`src/rtl/core_debug_host_bridge_pkg.sv`:
```
// Shared constants for the host-side debug bridge:
// frame headers, command/target codes, states, frame lengths.
package core_debug_host_bridge_pkg;

    localparam logic [3:0] CMD_HDR  = 4'hA;
    localparam logic [3:0] RESP_HDR = 4'h5;

    localparam logic [3:0] DBG_READ_REG  = 4'h0;
    localparam logic [3:0] DBG_WRITE_REG = 4'h1;
    localparam logic [3:0] DBG_GO        = 4'h8;
    localparam logic [3:0] DBG_INTGO     = 4'h9;
    localparam logic [3:0] DBG_STEP      = 4'hA;
    localparam logic [3:0] DBG_STOP      = 4'hF;

    localparam logic [7:0] REG_CPUIDR = 8'h40;

    localparam int CMD_LEN  = 6;
    localparam int RESP_LEN = 5;

    typedef enum logic [2:0] {
        ST_RX_HDR,
        ST_RX_BODY,
        ST_ISSUE,
        ST_WAIT_RESP,
        ST_TX
    } state_t;

endpackage

```
`src/rtl/core_debug_host_tx_ser.sv`:
```
// Response frame serializer: loads {status, data} and
// shifts out five bytes under the VALID/BUSY handshake.
module core_debug_host_tx_ser
    import core_debug_host_bridge_pkg::*;
(
    input  logic        clk,
    input  logic        rst,
    input  logic        load,
    input  logic [39:0] frame,
    input  logic        busy,
    output logic        valid,
    output logic [7:0]  data,
    output logic        last
);

    localparam logic [2:0] LAST_IDX = 3'(RESP_LEN - 1);

    logic [39:0] shift;
    logic [2:0]  idx;

    assign data = shift[39:32];
    assign last = valid && !busy && (idx == LAST_IDX);

    // Hold the current byte until it transfers, then advance.
    always_ff @(posedge clk) begin
        if (rst) begin
            shift <= '0;
            idx   <= '0;
            valid <= 1'b0;
        end else if (load) begin
            shift <= frame;
            idx   <= '0;
            valid <= 1'b1;
        end else if (valid && !busy) begin
            if (idx == LAST_IDX) begin
                valid <= 1'b0;
                shift <= '0;
                idx   <= '0;
            end else begin
                shift <= {shift[31:0], 8'h00};
                idx   <= idx + 3'd1;
            end
        end
    end

endmodule

```
`src/rtl/core_debug_host_bridge.sv`:
```
// Host-side debug initiator: byte stream to command frame,
// REQ/BUSY issue, response wait with timeout, response out.
module core_debug_host_bridge
    import core_debug_host_bridge_pkg::*;
#(
    parameter int P_RESP_TIMEOUT = 1024,
    parameter int P_TIMEOUT_W    = 11
) (
    input  logic        iCLOCK,
    input  logic        iRESET_SYNC,
    input  logic        iRX_VALID,
    input  logic [7:0]  iRX_DATA,
    output logic        oRX_BUSY,
    output logic        oCMD_REQ,
    input  logic        iCMD_BUSY,
    output logic [3:0]  oCMD_COMMAND,
    output logic [7:0]  oCMD_TARGET,
    output logic [31:0] oCMD_DATA,
    input  logic        iRESP_VALID,
    input  logic        iRESP_ERROR,
    input  logic [31:0] iRESP_DATA,
    output logic        oTX_VALID,
    output logic [7:0]  oTX_DATA,
    input  logic        iTX_BUSY,
    output logic        oERR_FRAME,
    output logic        oIDLE
);

    localparam logic [P_TIMEOUT_W-1:0] TO_LAST =
        P_TIMEOUT_W'(P_RESP_TIMEOUT - 1);
    localparam logic [P_TIMEOUT_W-1:0] TO_MAX = '1;
    localparam logic [2:0] RX_LAST = 3'(CMD_LEN - 1);

    state_t                 state;
    logic [2:0]             idx;
    logic [P_TIMEOUT_W-1:0] tmo_cnt;
    logic [3:0]             cmd;
    logic [7:0]             target;
    logic [31:0]            data;
    logic                   rx_busy;
    logic                   cmd_req;
    logic                   err_frame;
    logic                   idle;

    logic        rx_accept;
    logic        cmd_accept;
    logic        tx_load;
    logic [39:0] tx_frame;
    logic        tx_last;

    assign rx_accept  = iRX_VALID && !rx_busy;
    assign cmd_accept = cmd_req && !iCMD_BUSY;

    assign oRX_BUSY     = rx_busy;
    assign oCMD_REQ     = cmd_req;
    assign oCMD_COMMAND = cmd;
    assign oCMD_TARGET  = target;
    assign oCMD_DATA    = data;
    assign oERR_FRAME   = err_frame;
    assign oIDLE        = idle;

    // Response capture: a real response beats a same-cycle timeout.
    always_comb begin
        tx_load  = 1'b0;
        tx_frame = '0;
        if (state == ST_WAIT_RESP) begin
            if (iRESP_VALID) begin
                tx_load  = 1'b1;
                tx_frame = {RESP_HDR, 2'b00, 1'b0, iRESP_ERROR,
                            iRESP_DATA};
            end else if (tmo_cnt == TO_LAST) begin
                tx_load  = 1'b1;
                tx_frame = {RESP_HDR, 2'b00, 1'b1, 1'b0, 32'h0};
            end
        end
    end

    // Main sequencer with registered handshake/status outputs.
    always_ff @(posedge iCLOCK) begin
        if (iRESET_SYNC) begin
            state     <= ST_RX_HDR;
            idx       <= '0;
            tmo_cnt   <= '0;
            cmd       <= '0;
            target    <= '0;
            data      <= '0;
            rx_busy   <= 1'b0;
            cmd_req   <= 1'b0;
            err_frame <= 1'b0;
            idle      <= 1'b1;
        end else begin
            err_frame <= 1'b0;
            unique case (state)
                ST_RX_HDR: begin
                    if (rx_accept) begin
                        if (iRX_DATA[7:4] == CMD_HDR) begin
                            cmd   <= iRX_DATA[3:0];
                            idx   <= 3'd1;
                            idle  <= 1'b0;
                            state <= ST_RX_BODY;
                        end else begin
                            err_frame <= 1'b1;
                        end
                    end
                end
                ST_RX_BODY: begin
                    if (rx_accept) begin
                        if (idx == 3'd1) begin
                            target <= iRX_DATA;
                        end else begin
                            data <= {data[23:0], iRX_DATA};
                        end
                        if (idx == RX_LAST) begin
                            idx     <= '0;
                            rx_busy <= 1'b1;
                            cmd_req <= 1'b1;
                            state   <= ST_ISSUE;
                        end else begin
                            idx <= idx + 3'd1;
                        end
                    end
                end
                ST_ISSUE: begin
                    if (cmd_accept) begin
                        cmd_req <= 1'b0;
                        tmo_cnt <= '0;
                        state   <= ST_WAIT_RESP;
                    end
                end
                ST_WAIT_RESP: begin
                    if (tx_load) begin
                        state <= ST_TX;
                    end else if (tmo_cnt != TO_MAX) begin
                        tmo_cnt <= tmo_cnt + 1'b1;
                    end
                end
                ST_TX: begin
                    if (tx_last) begin
                        rx_busy <= 1'b0;
                        idle    <= 1'b1;
                        state   <= ST_RX_HDR;
                    end
                end
                default: state <= ST_RX_HDR;
            endcase
        end
    end

    core_debug_host_tx_ser u_tx_ser (
        .clk   (iCLOCK),
        .rst   (iRESET_SYNC),
        .load  (tx_load),
        .frame (tx_frame),
        .busy  (iTX_BUSY),
        .valid (oTX_VALID),
        .data  (oTX_DATA),
        .last  (tx_last)
    );

endmodule

```
`config.mk`:
```
export PLATFORM = sky130hd
export DESIGN_NAME = core_debug_host_bridge
export DESIGN_NICKNAME = d
export VERILOG_FILES = /design/src/rtl/core_debug_host_bridge_pkg.sv /design/src/rtl/core_debug_host_tx_ser.sv /design/src/rtl/core_debug_host_bridge.sv
export SDC_FILE = /design/constraint.sdc
export NUM_CORES = 1
export LEC_CHECK = 0
export ABC_AREA = 0
export CAP_MARGIN = 20
export CORE_MARGIN = 3
export CORE_UTILIZATION = 40
export CTS_CLUSTER_SIZE = 20
export DETAILED_ROUTE_END_ITERATION = 10
export PLACE_DENSITY_LB_ADDON = 0.05
export SETUP_SLACK_MARGIN = 0.2
export SYNTH_ARGS = -nofsm -noshare
export SYNTH_HDL_FRONTEND = slang
export SYNTH_SLANG_ARGS = --single-unit
```
`constraint.sdc`:
```
create_clock -name iCLOCK -period 3.36 [get_ports iCLOCK]
set_input_delay 0.336 -clock iCLOCK [delete_from_list [all_inputs] [get_ports iCLOCK]]
set_output_delay 0.336 -clock iCLOCK [all_outputs]
set_load 0.03 [all_outputs]
```
# ---- Word level (Yosys, flattened, before mapping)
# Index checks and enable logic that the tools add are counted.
dict set report totals {
  reg_bits 109
  in_bits 47
  word_cells 104
}
dict set report op_classes {
  add_sub_neg 3
  eq_ne 19
  mux 39
  bitwise 3
  reduce_logical 27
}
# cell n
set op_table {}
lappend op_table {{$mux W40} 3}
lappend op_table {{$mux W39} 3}
lappend op_table {{$mux W11} 3}
lappend op_table {{$mux W3} 10}
lappend op_table {{$pmux W11 S2} 1}
lappend op_table {{$reduce_and A4 Y1} 5}
lappend op_table {{$ne A2 B2 Y1 const B} 8}
lappend op_table {{$pmux W3 S5} 1}
lappend op_table {{$mux W1} 14}
lappend op_table {{$reduce_bool A2 Y1} 7}
lappend op_table {{$add A11 B1 Y11 const B} 1}
lappend op_table {{$eq A11 B10 Y1 const B} 1}
lappend op_table {{$ne A11 B11 Y1 const B} 1}
lappend op_table {{$eq A3 B3 Y1 const B} 3}
lappend op_table {{$reduce_and A3 Y1} 3}
lappend op_table {{$reduce_and A7 Y1} 1}
lappend op_table {{$add A3 B1 Y3 const B} 2}
lappend op_table {{$eq A3 B1 Y1 const B} 2}
lappend op_table {{$eq A3 B2 Y1 const B} 2}
lappend op_table {{$pmux W1 S2} 3}
lappend op_table {{$pmux W3 S2} 1}
lappend op_table {{$eq A4 B4 Y1 const B} 1}
lappend op_table {{$logic_and A1 B1 Y1} 4}
lappend op_table {{$logic_not A1 Y1} 3}
lappend op_table {{other kinds (6)} 8}

# ---- Longest topological paths before layout
# Gate-level depths: netlist of the first run.
dict set report logic_depth {
  depth_word 6
  mapped_depth 8
}

# ---- By module
# From an unflattened synthesis of the first run, not the netlist that was laid out.
dict set report hier_totals {
  cells_unflattened 593
  area_unflattened_um2 5106.1
}
# mod n_inst cells_per_inst area_per_inst_um2
set modules_own_cells {}
lappend modules_own_cells {core_debug_host_bridge 1 379 3103.0}
lappend modules_own_cells {core_debug_host_tx_ser 1 214 2003.2}

# ---- Worst setup path after synthesis of the first run
# OpenSTA, ideal clock, no wires.
dict set report synth_timing {
  kind {reg-to-reg}
  start {register tmo_cnt[0]}
  end {register u_tx_ser.shift[20]}
  setup_time_ps 141
  t_arrival_ps 1849
  t_required_ps 3219
  slack_ps 1371
  stages_incl_launch_ff 8
  path_buffers 1
  cell_sequence {dfxtp_1 ha_1 nand3_2 o41ai_4 a21boi_4 buf_6 a221oi_2 nor3_2}
}
dict set report synth_between {
  elab_chain_cells 5
  elab_cells_between_ends 6
}
# item line_no
set synth_rtl {}
lappend synth_rtl {{from (decl)} core_debug_host_bridge.sv:36} ;# logic [P_TIMEOUT_W-1:0] tmo_cnt;
lappend synth_rtl {{from (signal assigned)} core_debug_host_bridge.sv:134} ;# tmo_cnt <= tmo_cnt + 1'b1;
lappend synth_rtl {{$eq A11 B10 Y1 (*)} core_debug_host_bridge.sv:71} ;# end else if (tmo_cnt == TO_LAST) begin
lappend synth_rtl {{$mux W1 (*)} core_debug_host_bridge.sv:71}
lappend synth_rtl {{$mux W1 (*)} core_debug_host_bridge.sv:67} ;# if (iRESP_VALID) begin
lappend synth_rtl {{$mux W1 (*)} core_debug_host_bridge.sv:66} ;# if (state == ST_WAIT_RESP) begin
lappend synth_rtl {{$mux W40 / $reduce_bool A2 Y1 (equally long branches)} -}
lappend synth_rtl {{to (signal assigned)} core_debug_host_tx_ser.sv:31} ;# shift <= frame;
lappend synth_rtl {{to (signal assigned)} core_debug_host_tx_ser.sv:40} ;# shift <= {shift[31:0], 8'h00};
lappend synth_rtl {{to (decl)} core_debug_host_tx_ser.sv:18} ;# logic [39:0] shift;
# Mark *: on every way between the ends. The rest lies on a longest branch, timed or not.
# A chain may end at the register's enable or synchronous reset.

# ---- Final worst setup path of the first run
dict set report layout_timing {
  start {register tmo_cnt[0]}
  end {register u_tx_ser.shift[13]}
}
# Same word-level chain as after synthesis.

==> impl_metrics.toml, run 1 <==
[grt]
grt_max_degree = 75
grt_pass1_wl_um = 18500
grt_overflow_total = 0
antenna_found_initial = 0
grt_pass1_vias = 3704
track_usage_pct = 17.5

[synth]
synth_xor_area_share_pct = 0.186
ys_types = 55
synth_top_area_share_pct = 46.4
synth.ff_latch_count = 109
synthSimpleGateAreaFrac_pct = 23.6
ys.flop_type = "dfxtp_1"
synth.most_common_cell = "dfxtp_1"
synth_area_leaders = "dfxtp_1 46%, nand2_1 7.2%, a21oi_1 6.6%"
synth_edf_count = 0
avgSynthCellArea_um2 = 8.98
synthMuxAreaShare_pct = 1.94
synth_top_family_by_area = "simple AND/OR/NAND/NOR gates"
synth_top_cells_by_count = "109 x dfxtp_1, 90 x nand2_1, 62 x a21oi_1"
syn_nets = 573
yosysTopAreaCell = "dfxtp_1"
synth_compound_area_share_pct = 21.5
async_flop_share_pct = 0
syn_area_um2 = 4700
synthCells = 523
synth-adder-area-share_pct = 0.799
yosysWarnings = 0
ys_seq_area_share_pct = 46.4

[power]
power.density_nw_per_um2 = 413
p_leak_nw = 2.16
vdd_drop_max_uv = 382

[hold_path]
hp-class = "reg -> reg"

[drt]
drt_wl_total_um = 11300
wl_met2_um = 4930
firstDrtPassIters = 4
num_vias = 3902
wl_met1_um = 5460
drc = 0
via_per_inst = 5.27
wl_per_cell_um = 15.2
detail-route-antenna-nets = 0
drtIter0Drc = 220
wl_met3_um = 768
top_layer_used = "met4"

[die]
chipWidth_um = 114
start_util_pct = 42.0
die-area_um2 = 13100
die_h_um = 114
row_count = 38
core_region_area_um2 = 11200
io_pins = 104

[clock_tree]
cts-root-buf = "clkbuf_16"
cts_hold_buffers = 0
cts_buffer_depth = 2
ctsResizeCount = 0
htree_levels = 3
cts_tree = "built"
clkTransAtPathRegs_ns = 0.07
insertion_delay_ns = 0.35
cts_buffers = 9
clkSinkCount = 109
cts_setup_buffers = 0

[layout]
area_growth_pct = 27.5
final_layout_size_suffix_gt1_share_pct = 12.0
fin_cells = 740
fin_nets = 647
diodes = 0

[setup_path]
start_kind = "flop"
crit_fanout = 25
cp.arrival_ns = 2.61
required_ns = 3.56
criticalPathCategory = "reg -> reg"
end_kind = "flop"
cp_cell_sequence = "ha_1 -> nand3_2 -> o41ai_4 -> a21boi_4 -> a221oi_1 -> nor3_1"
cpPeakStageDelay_ns = 0.61
crit_slowest_cell = "o41ai_4"

[placement]
portBuffers = 103
place.gp.congestion = 0.769
placedCellCount = 726
dp_hpwl_um = 7650

[timing]
report.final.slew_viol_count = 0
finalSetupTns_ns = 0
fin_crit_sh_pct = 71.7
worstMarginPinSlew_ns = 1.08
rsz0062_at_grt = "no"
period_needed_ns = 2.41
setup_viol = 0
final_hold_viol_count = 0
fmax_ghz = 0.415
clock_skew_ns = 0.00644
slew_headroom_pct = 27.5

[run]
maxCapViolations = 0

[status]
outcome = "completed"
==> worst max-delay path, delay by kind of cell (launching register included) <==
family                     cells  cell delay, ns
adders and majority gates      1            0.24
and+or+nand+nor                2            0.26
DFF                            1            0.38
AOI/OAI and AO/OA              3            1.37
==> cell type report <==
class                      instances  area, um^2
clock inverter                     3        46.3
timing repair buffer             106        1050
clock buffer                      11         243
inverter                           6        22.5
sequential                       109        2180
tap                              140         175
multi-input combinational        365        2270
fill                            1050        5180
==> placed cells by master, fill, tap and decap left out, drive strengths merged, types with 2 or more instances in the layout <==
cell type | netlist | routed
dfxtp | 109 | 109
clkdlybuf4s50 | 0 | 102
nand2 | 90 | 90
a21oi | 63 | 63
nor2 | 61 | 61
nor3 | 33 | 33
a221oi | 26 | 26
a22oi | 15 | 15
clkbuf | 20 | 11
o21ai | 9 | 9
mux2i | 8 | 8
nand2b | 7 | 7
inv | 6 | 7
nand3 | 5 | 5
a211oi | 4 | 4
buf | 23 | 4
or3 | 3 | 3
a31oi | 3 | 3
nor4 | 3 | 3
ha | 3 | 3
or3b | 3 | 3
nand4 | 3 | 3
nor2b | 2 | 2
o2111ai | 2 | 2
and3 | 2 | 2
o41ai | 2 | 2
a21o | 2 | 2
and2 | 2 | 2
==> flip-flops by register name (all words and copies together), names as in the netlist, 3 cells and up <==
signal and flops:
oCMD_DATA 32, u_tx_ser.idx 3, oCMD_TARGET 8, idx 3, tmo_cnt 11, state 3
u_tx_ser.shift 40, oCMD_COMMAND 4
==> per-layer routing <==
metal  GRT usage (%)  vias to the layer above
met2            25.8                       80
met4            4.35                        0
met1            23.9                     1824
met3            7.35                       10
li1                -                     1988
met5               0                        -
==> logic make-up after synthesis <==
logic type	Yosys count
muxes	9
adders and majority gates	3
xor gates and xnor gates	1
DFF	109
AOI/OAI and AO/OA	131
buffers and inverters	49
and+or+nand+nor	221
==> report_power, final <==
group / switching (mW) / total [mW] / leakage [nW] / internal (mW)
Sequential: 0.00477 / 1.30 / 0.878 / 1.30
Combinational: 0.0640 / 0.128 / 1.14 / 0.0639
Clock: 0.450 / 1.04 / 0.138 / 0.593
Total: 0.519 / 2.47 / 2.16 / 1.95
==> final timing paths <==
check,start,slack [ns],depth (start not counted),end
max,tmo_cnt[0],0.95,6,u_tx_ser.shift[13]
min,oCMD_DATA[24],0.45,2,oCMD_DATA[24]
min reg2reg,oCMD_DATA[24],0.45,2,oCMD_DATA[24]
max reg2reg,tmo_cnt[0],0.95,6,u_tx_ser.shift[13]
==> metrics by stage <==
step / instance area [um^2] / worst slack [ns] / hold WS [ns] / util (%) / total power [mW]
floorplan: 4700 / 1.37 / 0.454 / - / 1.38
global placement: 5700 / 0.864 / 0.439 / 51.0 / 1.46
detailed placement: 5700 / 0.793 / 0.449 / 51.0 / 1.46
CTS: 5990 / 0.917 / 0.456 / 53.6 / 2.51
global route: 5990 / 0.679 / 0.474 / 53.6 / 2.56
finish: 5990 / 0.950 / 0.454 / 53.6 / 2.47
Note: power is estimated with default switching activity, not from simulation.
==> run 2: changes to the inputs <==
- clock period: 3.36 -> 2.3 ns (I/O delays scaled with it)
==> run 2 against run 1 <==
Register-to-register slack lost 0.67 ns. Combinational power grew 62%. Sequential power grew 46%. Clock power grew 52%. Clock-buffer cell count shrank 1. Via count grew 2.7%. Largest power group unchanged.
==> impl_metrics.toml, run 2 (same netlist as run 1, synthesis figures left out) <==
[setup_path]
r2r_cells = 7
criticalPathCategory = "reg -> reg"
required_ns = 2.53
crit_fanout = 13
start_kind = "flop"
cp.arrival_ns = 2.25
end_kind = "flop"

[timing]
finalSetupTns_ns = 0
final_hold_viol_count = 0
period_needed_ns = 2.02
setup_viol = 0
fmax_ghz = 0.495
report.final.slew_viol_count = 0
fin_crit_sh_pct = 87.8
worstMarginPinSlew_ns = 0.691
slew_headroom_pct = 53.8
clock_skew_ns = 0.00739
setup_ws_ns = 0.280
rsz0062_at_grt = "no"
fin_hold_ws_ns = 0.260

[hold_path]
hp-class = "in -> reg"
min_path_cells = 2

[placement]
portBuffers = 103
placedCellCount = 743
placed_area_um2 = 5890
place.gp.congestion = 0.810
pre_cts_ws_ns = -0.0873
dp_hpwl_um = 7820

[clock_tree]
insertion_delay_ns = 0.35
cts-root-buf = "clkbuf_16"
clkSinkCount = 109
clkTransAtPathRegs_ns = 0.07
cts_buffer_depth = 2
htree_levels = 3
cts_buffers = 9
cts_hold_buffers = 0
cts_tree = "built"

[layout]
area_growth_pct = 33.5
diodes = 0
largest_register_ffs = 40
fin_cells = 761
largest-register = "u_tx_ser.shift"
final_common_cell = "dfxtp_1"
final_area_um2 = 6270
post-route-util_pct = 56.1
fin_nets = 666
layout_common_cells = "108 x dfxtp_1, 102 x clkdlybuf4s50_1, 90 x nand2_1"
final_layout_size_suffix_gt1_share_pct = 15.9

[grt]
grt_overflow_total = 0
grt_pass1_vias = 3794
antenna_found_initial = 0
track_usage_pct = 18.1
grt_pass1_wl_um = 19000
grt_max_degree = 50

[power]
power.density_nw_per_um2 = 588
vdd_drop_max_uv = 625
p_leak_nw = 2.29
power.total_mw = 3.69

[drt]
drtIter0Drc = 263
num_vias = 4007
wl_met2_um = 5250
drt_wl_total_um = 11700
detail-route-antenna-nets = 0
via_per_inst = 5.27
wl_met3_um = 745
top_layer_used = "met4"
wl_per_cell_um = 15.4
wl_met1_um = 5650
firstDrtPassIters = 4
drc = 0

[status]
outcome = "completed"

[die]
die-area_um2 = 13100
start_util_pct = 42.0
row_count = 38
core_region_area_um2 = 11200
chipWidth_um = 114
io_pins = 104
die_h_um = 114

[run]
maxCapViolations = 0
[run 2: cell count changes in the layout (fill, tap and decap cells not counted), moves of 3 or more]
cell	before	now
buf_4	4	16
buf_12	0	5
a221oi_2	20	23
a221oi_1	6	3
[run 2: layout make-up]
cell class	instances	area, um^2
clock buffers	10	239
clock inverters	6	70.1
fillers	1021	4900
inverters	6	22.5
multi-input cells	367	2340
flip-flops and latches	109	2180
well taps	140	175
repair buffers	123	1240
[run 2: power breakdown]
group / total [mW] / switching [mW] / leakage [nW] / internal (mW)
logic: 0.207 / 0.101 / 1.27 / 0.106
registers: 1.90 / 0.00564 / 0.879 / 1.89
clock network: 1.58 / 0.702 / 0.147 / 0.882
total: 3.69 / 0.808 / 2.29 / 2.88
[run 2: critical path, cell delays in order (launching register included)]
cell and delay, ns:
dfxtp_1 0.37, ha_2 0.22, nand3_2 0.12, o41ai_4 0.40
buf_12 0.19, a21boi_4 0.15, a221oi_2 0.37, nor3_1 0.08
[run 2: final timing paths]
kind | start | to | slack (ns)
worst max register to register | tmo_cnt[1] | u_tx_ser.shift[14] | 0.28
worst min register to register | oCMD_COMMAND[0] | oCMD_COMMAND[0] | 0.45
worst min-delay path | iRESET_SYNC | tmo_cnt[5] | 0.26
worst max-delay path | tmo_cnt[1] | u_tx_ser.shift[14] | 0.28
[run 2: layer usage]
| metal | vias up | track usage (%) |
|---|---|---|
| met2 | 73 | 27.0 |
| met4 | 0 | 4.04 |
| met1 | 1896 | 24.9 |
| met5 | - | 0 |
| met3 | 6 | 7.08 |
| li1 | 2032 | - |
[run 2: what timing repair did]
action / 4_1_cts / 5_1_grt
pin swaps: 2 / 1
gates resized for setup: 2 / 7
hold endpoints to repair: 0 / 0
setup endpoints to repair: 33 / 35
cloned: 2 / 0
setup buffers: 0 / 0
